### src/rtl/serial_frame_receiver.sv
// Serial frame receiver: start bit, DATA_W data bits (LSB first), even parity, stop bit.
// Received words go to a single holding register with a valid/ready handshake.
module serial_frame_receiver #(
  parameter int DATA_W     = 8,
  parameter int BIT_CYCLES = 4
) (
  input  logic              clock,
  input  logic              reset_L,
  input  logic              serial_in,
  input  logic              data_ready,
  output logic [DATA_W-1:0] data_out,
  output logic              data_valid,
  output logic              parity_error,
  output logic              framing_error,
  output logic              overrun
);

  localparam int TW = (BIT_CYCLES > 2) ? $clog2(BIT_CYCLES) : 1;
  localparam logic [TW-1:0] HALF_M1  = TW'(BIT_CYCLES / 2 - 1);
  localparam logic [TW-1:0] FULL_M1  = TW'(BIT_CYCLES - 1);
  localparam logic [4:0]    LAST_BIT = 5'(DATA_W - 1);

  typedef enum logic [2:0] {
    IDLE   = 3'd0,
    START  = 3'd1,
    DATA   = 3'd2,
    PARITY = 3'd3,
    STOP   = 3'd4,
    BREAK  = 3'd5
  } state_t;

  state_t              state_q, state_d;
  logic [TW-1:0]       timer_q, timer_d;
  logic [4:0]          bit_cnt_q, bit_cnt_d;
  logic [DATA_W-1:0]   shift_q, shift_d;
  logic                par_bit_q, par_bit_d;
  logic [DATA_W-1:0]   data_q, data_d;
  logic                valid_q, valid_d;
  logic                perr_q, perr_d;
  logic                ferr_q, ferr_d;
  logic                ovr_q, ovr_d;

  // Even parity: a correct frame has an even number of ones over data and parity bit.
  function automatic logic parity_err(input logic [DATA_W-1:0] word, input logic par);
    return (^word) ^ par;
  endfunction

  // Next-state, bit sampling and holding-register update.
  always_comb begin
    state_d   = state_q;
    timer_d   = timer_q + TW'(1);
    bit_cnt_d = bit_cnt_q;
    shift_d   = shift_q;
    par_bit_d = par_bit_q;
    data_d    = data_q;
    perr_d    = perr_q;
    ferr_d    = ferr_q;
    ovr_d     = 1'b0;
    if (valid_q && data_ready) begin
      valid_d = 1'b0;
    end else begin
      valid_d = valid_q;
    end

    case (state_q)
      IDLE: begin
        timer_d = '0;
        if (!serial_in) begin
          state_d   = START;
          bit_cnt_d = 5'd0;
        end else begin
          state_d = IDLE;
        end
      end
      START: begin
        if (timer_q == HALF_M1) begin
          timer_d = '0;
          state_d = serial_in ? IDLE : DATA;
        end else begin
          state_d = START;
        end
      end
      DATA: begin
        if (timer_q == FULL_M1) begin
          timer_d   = '0;
          shift_d   = (shift_q >> 1) | (DATA_W'(serial_in) << (DATA_W - 1));
          bit_cnt_d = bit_cnt_q + 5'd1;
          state_d   = (bit_cnt_q == LAST_BIT) ? PARITY : DATA;
        end else begin
          state_d = DATA;
        end
      end
      PARITY: begin
        if (timer_q == FULL_M1) begin
          timer_d   = '0;
          par_bit_d = serial_in;
          state_d   = STOP;
        end else begin
          state_d = PARITY;
        end
      end
      STOP: begin
        if (timer_q == FULL_M1) begin
          timer_d = '0;
          // A full register that is not draining this edge keeps its word; the new frame is lost.
          if (valid_q && !data_ready) begin
            ovr_d = 1'b1;
          end else begin
            data_d  = shift_q;
            perr_d  = parity_err(shift_q, par_bit_q);
            ferr_d  = ~serial_in;
            valid_d = 1'b1;
          end
          state_d = serial_in ? IDLE : BREAK;
        end else begin
          state_d = STOP;
        end
      end
      BREAK: begin
        timer_d = '0;
        state_d = serial_in ? IDLE : BREAK;
      end
      default: begin
        timer_d = '0;
        state_d = IDLE;
      end
    endcase
  end

  // State and output registers, cleared asynchronously by reset_L.
  always_ff @(posedge clock or negedge reset_L) begin
    if (!reset_L) begin
      state_q   <= IDLE;
      timer_q   <= '0;
      bit_cnt_q <= 5'd0;
      shift_q   <= '0;
      par_bit_q <= 1'b0;
      data_q    <= '0;
      valid_q   <= 1'b0;
      perr_q    <= 1'b0;
      ferr_q    <= 1'b0;
      ovr_q     <= 1'b0;
    end else begin
      state_q   <= state_d;
      timer_q   <= timer_d;
      bit_cnt_q <= bit_cnt_d;
      shift_q   <= shift_d;
      par_bit_q <= par_bit_d;
      data_q    <= data_d;
      valid_q   <= valid_d;
      perr_q    <= perr_d;
      ferr_q    <= ferr_d;
      ovr_q     <= ovr_d;
    end
  end

  assign data_out      = data_q;
  assign data_valid    = valid_q;
  assign parity_error  = perr_q;
  assign framing_error = ferr_q;
  assign overrun       = ovr_q;

endmodule

### config.mk
export PLATFORM = sky130hd
export DESIGN_NAME = serial_frame_receiver
export DESIGN_NICKNAME = d
export VERILOG_FILES = /design/src/rtl/serial_frame_receiver.sv
export SDC_FILE = /design/constraint.sdc
export NUM_CORES = 1
export LEC_CHECK = 0
export ABC_AREA = 0
export CAP_MARGIN = 20
export CORE_MARGIN = 1
export CORE_UTILIZATION = 55
export DETAILED_ROUTE_END_ITERATION = 10
export PLACE_DENSITY = 0.78
export SYNTH_ARGS = -nofsm -noshare
export SYNTH_HDL_FRONTEND = slang
export SYNTH_SLANG_ARGS = --single-unit
### constraint.sdc
create_clock -name clock -period 1.9 [get_ports clock]
set_input_delay 0.285 -clock clock [delete_from_list [all_inputs] [get_ports clock]]
set_output_delay 0.285 -clock clock [all_outputs]
set_load 0.005 [all_outputs]
Word level (Yosys, flattened, before mapping)
Index checks and enable logic that the tools add are counted.
{"block": "word_totals", "reg_bits": 31, "ramBits": 0, "elab_cells": 59, "input_bits": 4, "mem_count": 0, "output_inout_bits": 12, "latchBits": 0, "romBits": 0}
{"block": "classes", "n_bitwise": 4, "muxes": 22, "reduce_logical": 11, "magnitude_cmp": 0, "n_addsub": 2, "eq_ne": 10, "multipliers": 0, "div": 0, "n_shift": 0}
{"operator": "3-bit case mux with 6 select lines", "n": 1}
{"operator": "1-bit two-way mux", "n": 10}
{"operator": "5-bit two-way mux", "n": 2}
{"operator": "5-bit case mux with 2 select lines", "n": 1}
{"operator": "3-bit two-way mux", "n": 3}
{"operator": "2-bit two-way mux", "n": 4}
{"operator": "7-bit by 8-bit bitwise OR with 8-bit output", "n": 1}
{"operator": "8-bit parity", "n": 1}
{"operator": "3-bit by 2-bit == test with 1-bit output (second input constant)", "n": 2}
{"operator": "3-bit == test (second input constant)", "n": 2}
{"operator": "3-bit AND reduction", "n": 2}
{"operator": "5-bit by 1-bit adder with 5-bit output (second input constant)", "n": 1}
{"operator": "5-bit by 3-bit == test with 1-bit output (second input constant)", "n": 1}
{"operator": "2-bit inequality test (second input constant)", "n": 2}
{"operator": "2-bit case mux with 2 select lines", "n": 1}
{"operator": "2-bit AND reduction", "n": 2}
{"operator": "3-bit by 1-bit == test with 1-bit output (second input constant)", "n": 1}
{"operator": "3-bit logical NOT", "n": 1}
{"operator": "3-bit OR reduction", "n": 1}
{"operator": "2-bit by 1-bit adder with 2-bit output (second input constant)", "n": 1}
{"operator": "2-bit by 1-bit == test with 1-bit output (second input constant)", "n": 1}
{"operator": "2-bit == test (second input constant)", "n": 1}
{"operator": "1-bit logical AND", "n": 2}
{"operator": "1-bit inverter", "n": 2}
{"operator": "other kinds (3)", "n": 3}

Depth between registers and ports, before layout
{"block": "depth", "depth_word": 5, "mapped_depth": 7, "depth_no_buf": 6}

Worst setup path before layout
Ideal clock, no wire load.
{"block": "synth_timing", "path_kind": "register -> register", "startpoint": "reg timer_q[0]", "endpoint": "reg shift_q[0]", "path_slack_ps": 314, "setup_ps": 125, "t_arrival_ps": 1461, "t_required_ps": 1775, "n_path_buf": 3, "path_stages_with_launch": 7, "synth_period_minus_slack_ps": 1586, "path_cell_list": "dfrtp_1 ha_1 buf_2 and4bb_1 buf_6 buf_6 mux2_4"}
{"block": "synth_via", "elab_chain_cells": 2}
{"element": "start, declared", "line": "33", "text": "logic [TW-1:0] timer_q, timer_d;"}
{"element": "start signal, assigned", "line": "145", "text": "timer_q <= timer_d;"}
{"element": "2-bit == test", "line": "84", "text": "if (timer_q == FULL_M1) begin"}
{"element": "2-bit AND reduction (no line)"}
{"element": "end signal, assigned", "line": "147", "text": "shift_q <= shift_d;"}
{"element": "end, declared", "line": "35", "text": "logic [DATA_W-1:0] shift_q, shift_d;"}
No other way between the ends.
A chain may end at the register's enable or synchronous reset.

Worst setup path after layout
{"block": "layout_timing", "startpoint": "reg timer_q[0]", "endpoint": "reg bit_cnt_q[0]"}
{"block": "layout_via", "elab_chain_cells": 3}
{"element": "2-bit == test", "line": "84"}
{"element": "2-bit inequality test (no line)"}
{"element": "3-bit AND reduction (no line)"}
{"element": "end signal, assigned", "line": "146", "text": "bit_cnt_q <= bit_cnt_d;"}
{"element": "end, declared", "line": "34", "text": "logic [4:0] bit_cnt_q, bit_cnt_d;"}
No other way between the ends.

==> out/metrics.yaml <==
grt_pass1_wl_mm: 4.00
cts_max_level: 2
top_layer_used: "met4"
multi_input_area_um2: 637
die_area_um2: 2900
cts_buffers: 5
cts-root-buf: "clkbuf_4"
boundaryPins: 16
peakVddDrop_v: 0.000856
die_w_um: 53.8
globalRoute.totalOverflow: 0
portBuffers: 15
netlist.area_leader.share_pct: 52.5
synth_edf_count: 0
finalCritPeriodShare_pct: 86.6
drv_slew: 0
num_vias: 927
fin_util_pct: 69.8
totalPowerFinal_uw: 1900
yosys.area.top_type: "dfrtp_1"
ys_async_sr_fraction_pct: 100
drive_gt1_share_pct: 17.4
p_switching_uw: 551
rsz0062_at_grt: "no"
max_freq_mhz: 608
detail-route-antenna-nets: 0
netlist_area_um2: 1480
grt_pass1_vias: 902
yosys_warnings: 0
coreArea_um2: 2500
setup.worst_path.start_class: "register"
crit_type: "reg2reg"
ys_types: 28
wl_met2_mm: 1.15
antenna_found_initial: 0
vias_per_cell: 5.52
cts_num_sinks: 31
p_clk_share_pct: 28.0
synth_common_cells: "dfrtp_1, nor2_1, mux2_1"
end_kind: "register"
timing.hold.ws_ns: 0.329
ff_latch_area_um2: 776
cap_viol_max_count: 0
detail_route.iter0.violations: 3
fin_setup_tns_ns: 0
hold_buffers: 0
syn_inst: 117
yosysMostFrequentCell: "dfrtp_1"
hold_viol: 0
p_seq_share_pct: 46.7
nets: 145
arrival_ns: 1.86
hp-class: "in2async"
firstDrtPassIters: 4
dr_wl_met3_um: 89
rows: 18
track_usage_pct: 20.4
cts_resized: 0
syn_to_final_growth_pct: 18.1
p_leak_uw: 0.000839
power_density_nw_per_um2: 1090
setup_violations: 0
clk_path_buf_depth: 2
avgSynthCellArea_um2: 12.6
relSlewSlack_pct: 72.3
cts_tree: "done"
p_sw_share_pct: 29.1
status: "finished, final reports clean"
drt-wirelength-per-cell_um: 13.8
fin_crit_ns: 1.64
p_int_uw: 1340
synth_flop_cell: "dfrtp_1"
grt_max_degree: 32
dpl.hpwl_mm: 1.68
synth_fp_nets: 125
clk-insertion-delay-late_ns: 0.33
yosysSeqAreaShare_pct: 52.5
n_fill_cell: 188
wl_met1_mm: 1.02
ys_top_cells_by_area: "dfrtp_1, mux2_4, mux2_1, ha_1, mux2_2"
die_h_um: 53.8
ys_ff_latch: 31
required_ns: 2.11
cts_setup_buffers: 0
crit_fanout: 15
drt-total-wl_mm: 2.32
clk_pin_slew_worst_paths_ns: 0.10
skew_ns: 0.0121
p_comb_share_pct: 25.3
start_util_pct: 59.1
gp_congestion: 0.743
tightest_slew_ns: 0.412
post-route-drc-count: 0
antennaDiodeCount: 0
## registers in the layout, summed over array words and instances (netlist names), 2 cells and up
| register | cells |
|---|---|
| data_out | 8 |
| shift_q | 8 |
| bit_cnt_q | 5 |
| state_q | 3 |
| timer_q | 2 |
## placed cells by master, fill, tap and decap left out, types with 2 or more instances in the layout
cell             count
dfrtp_1             31
clkdlybuf4s50_1     15
nor2_1              10
mux2_1               8
mux2_4               7
nand2_1              6
xor2_1               5
clkbuf_4             5
inv_1                4
nand3_1              4
o21ai_0              4
mux2_2               4
nand4_1              4
xnor2_1              4
ha_1                 4
buf_4                3
nand3b_1             2
nand2b_1             2
a21oi_1              2
## logic make-up after synthesis
kind of cell             synth area share [%]
AO/OA/AOI/OAI                            4.15
XOR/XNOR                                 6.86
adder cells (fa/ha/maj)                  3.39
buffers and inverters                    4.32
flip-flops                               52.5
multiplexers                             16.9
AND/OR/NAND/NOR                          11.8
## path summary, 6_finish.rpt
path	from	endpoint	slack, ns	cells after the start
max	timer_q[0]	bit_cnt_q[0]	0.26	5
max reg2reg	timer_q[0]	bit_cnt_q[0]	0.26	5
min	reset_L	data_valid	0.33	2
min in group clock	framing_error	framing_error	0.50	2
max in group asynchronous	reset_L	bit_cnt_q[3]	1.29	2
min reg2reg	framing_error	framing_error	0.50	2
## power groups by stage
stage / clock network [µW] / logic, µW / registers, µW
floorplan: 0 / 443 / 842
global placement: 0 / 467 / 892
detailed placement: 0 / 488 / 899
CTS: 550 / 489 / 885
global route: 571 / 538 / 907
finish: 532 / 479 / 885
## area by class of cell
class,instances,area share (%)
Sequential cell,31,44.5
Clock inverter,2,2.01
Multi-Input combinational cell,76,36.5
Inverter,4,0.861
Timing Repair Buffer,19,11.0
Tap cell,30,2.15
Clock buffer,6,2.94
## critical path: stages (launching register included)
cell	delay (ns)
dfrtp_1	0.41
ha_1	0.32
and4bb_1	0.29
buf_12	0.16
nor2_1	0.06
mux2_2	0.28
## layer usage
metal,track usage [%],vias to the layer above
li1,-,446
met1,23.3,457
met2,33.7,18
met3,6.78,6
met4,10.5,0
met5,0,-
## metrics by stage
stage | instances | area [µm²] | setup WS (ns)
CTS | 168 | 1740 | 0.251
global route | 168 | 1740 | 0.159
global placement | 160 | 1660 | 0.269
floorplan | 117 | 1480 | 0.314
finish | 168 | 1740 | 0.256
detailed placement | 160 | 1660 | 0.256
(Power assumes the default switching activity.)
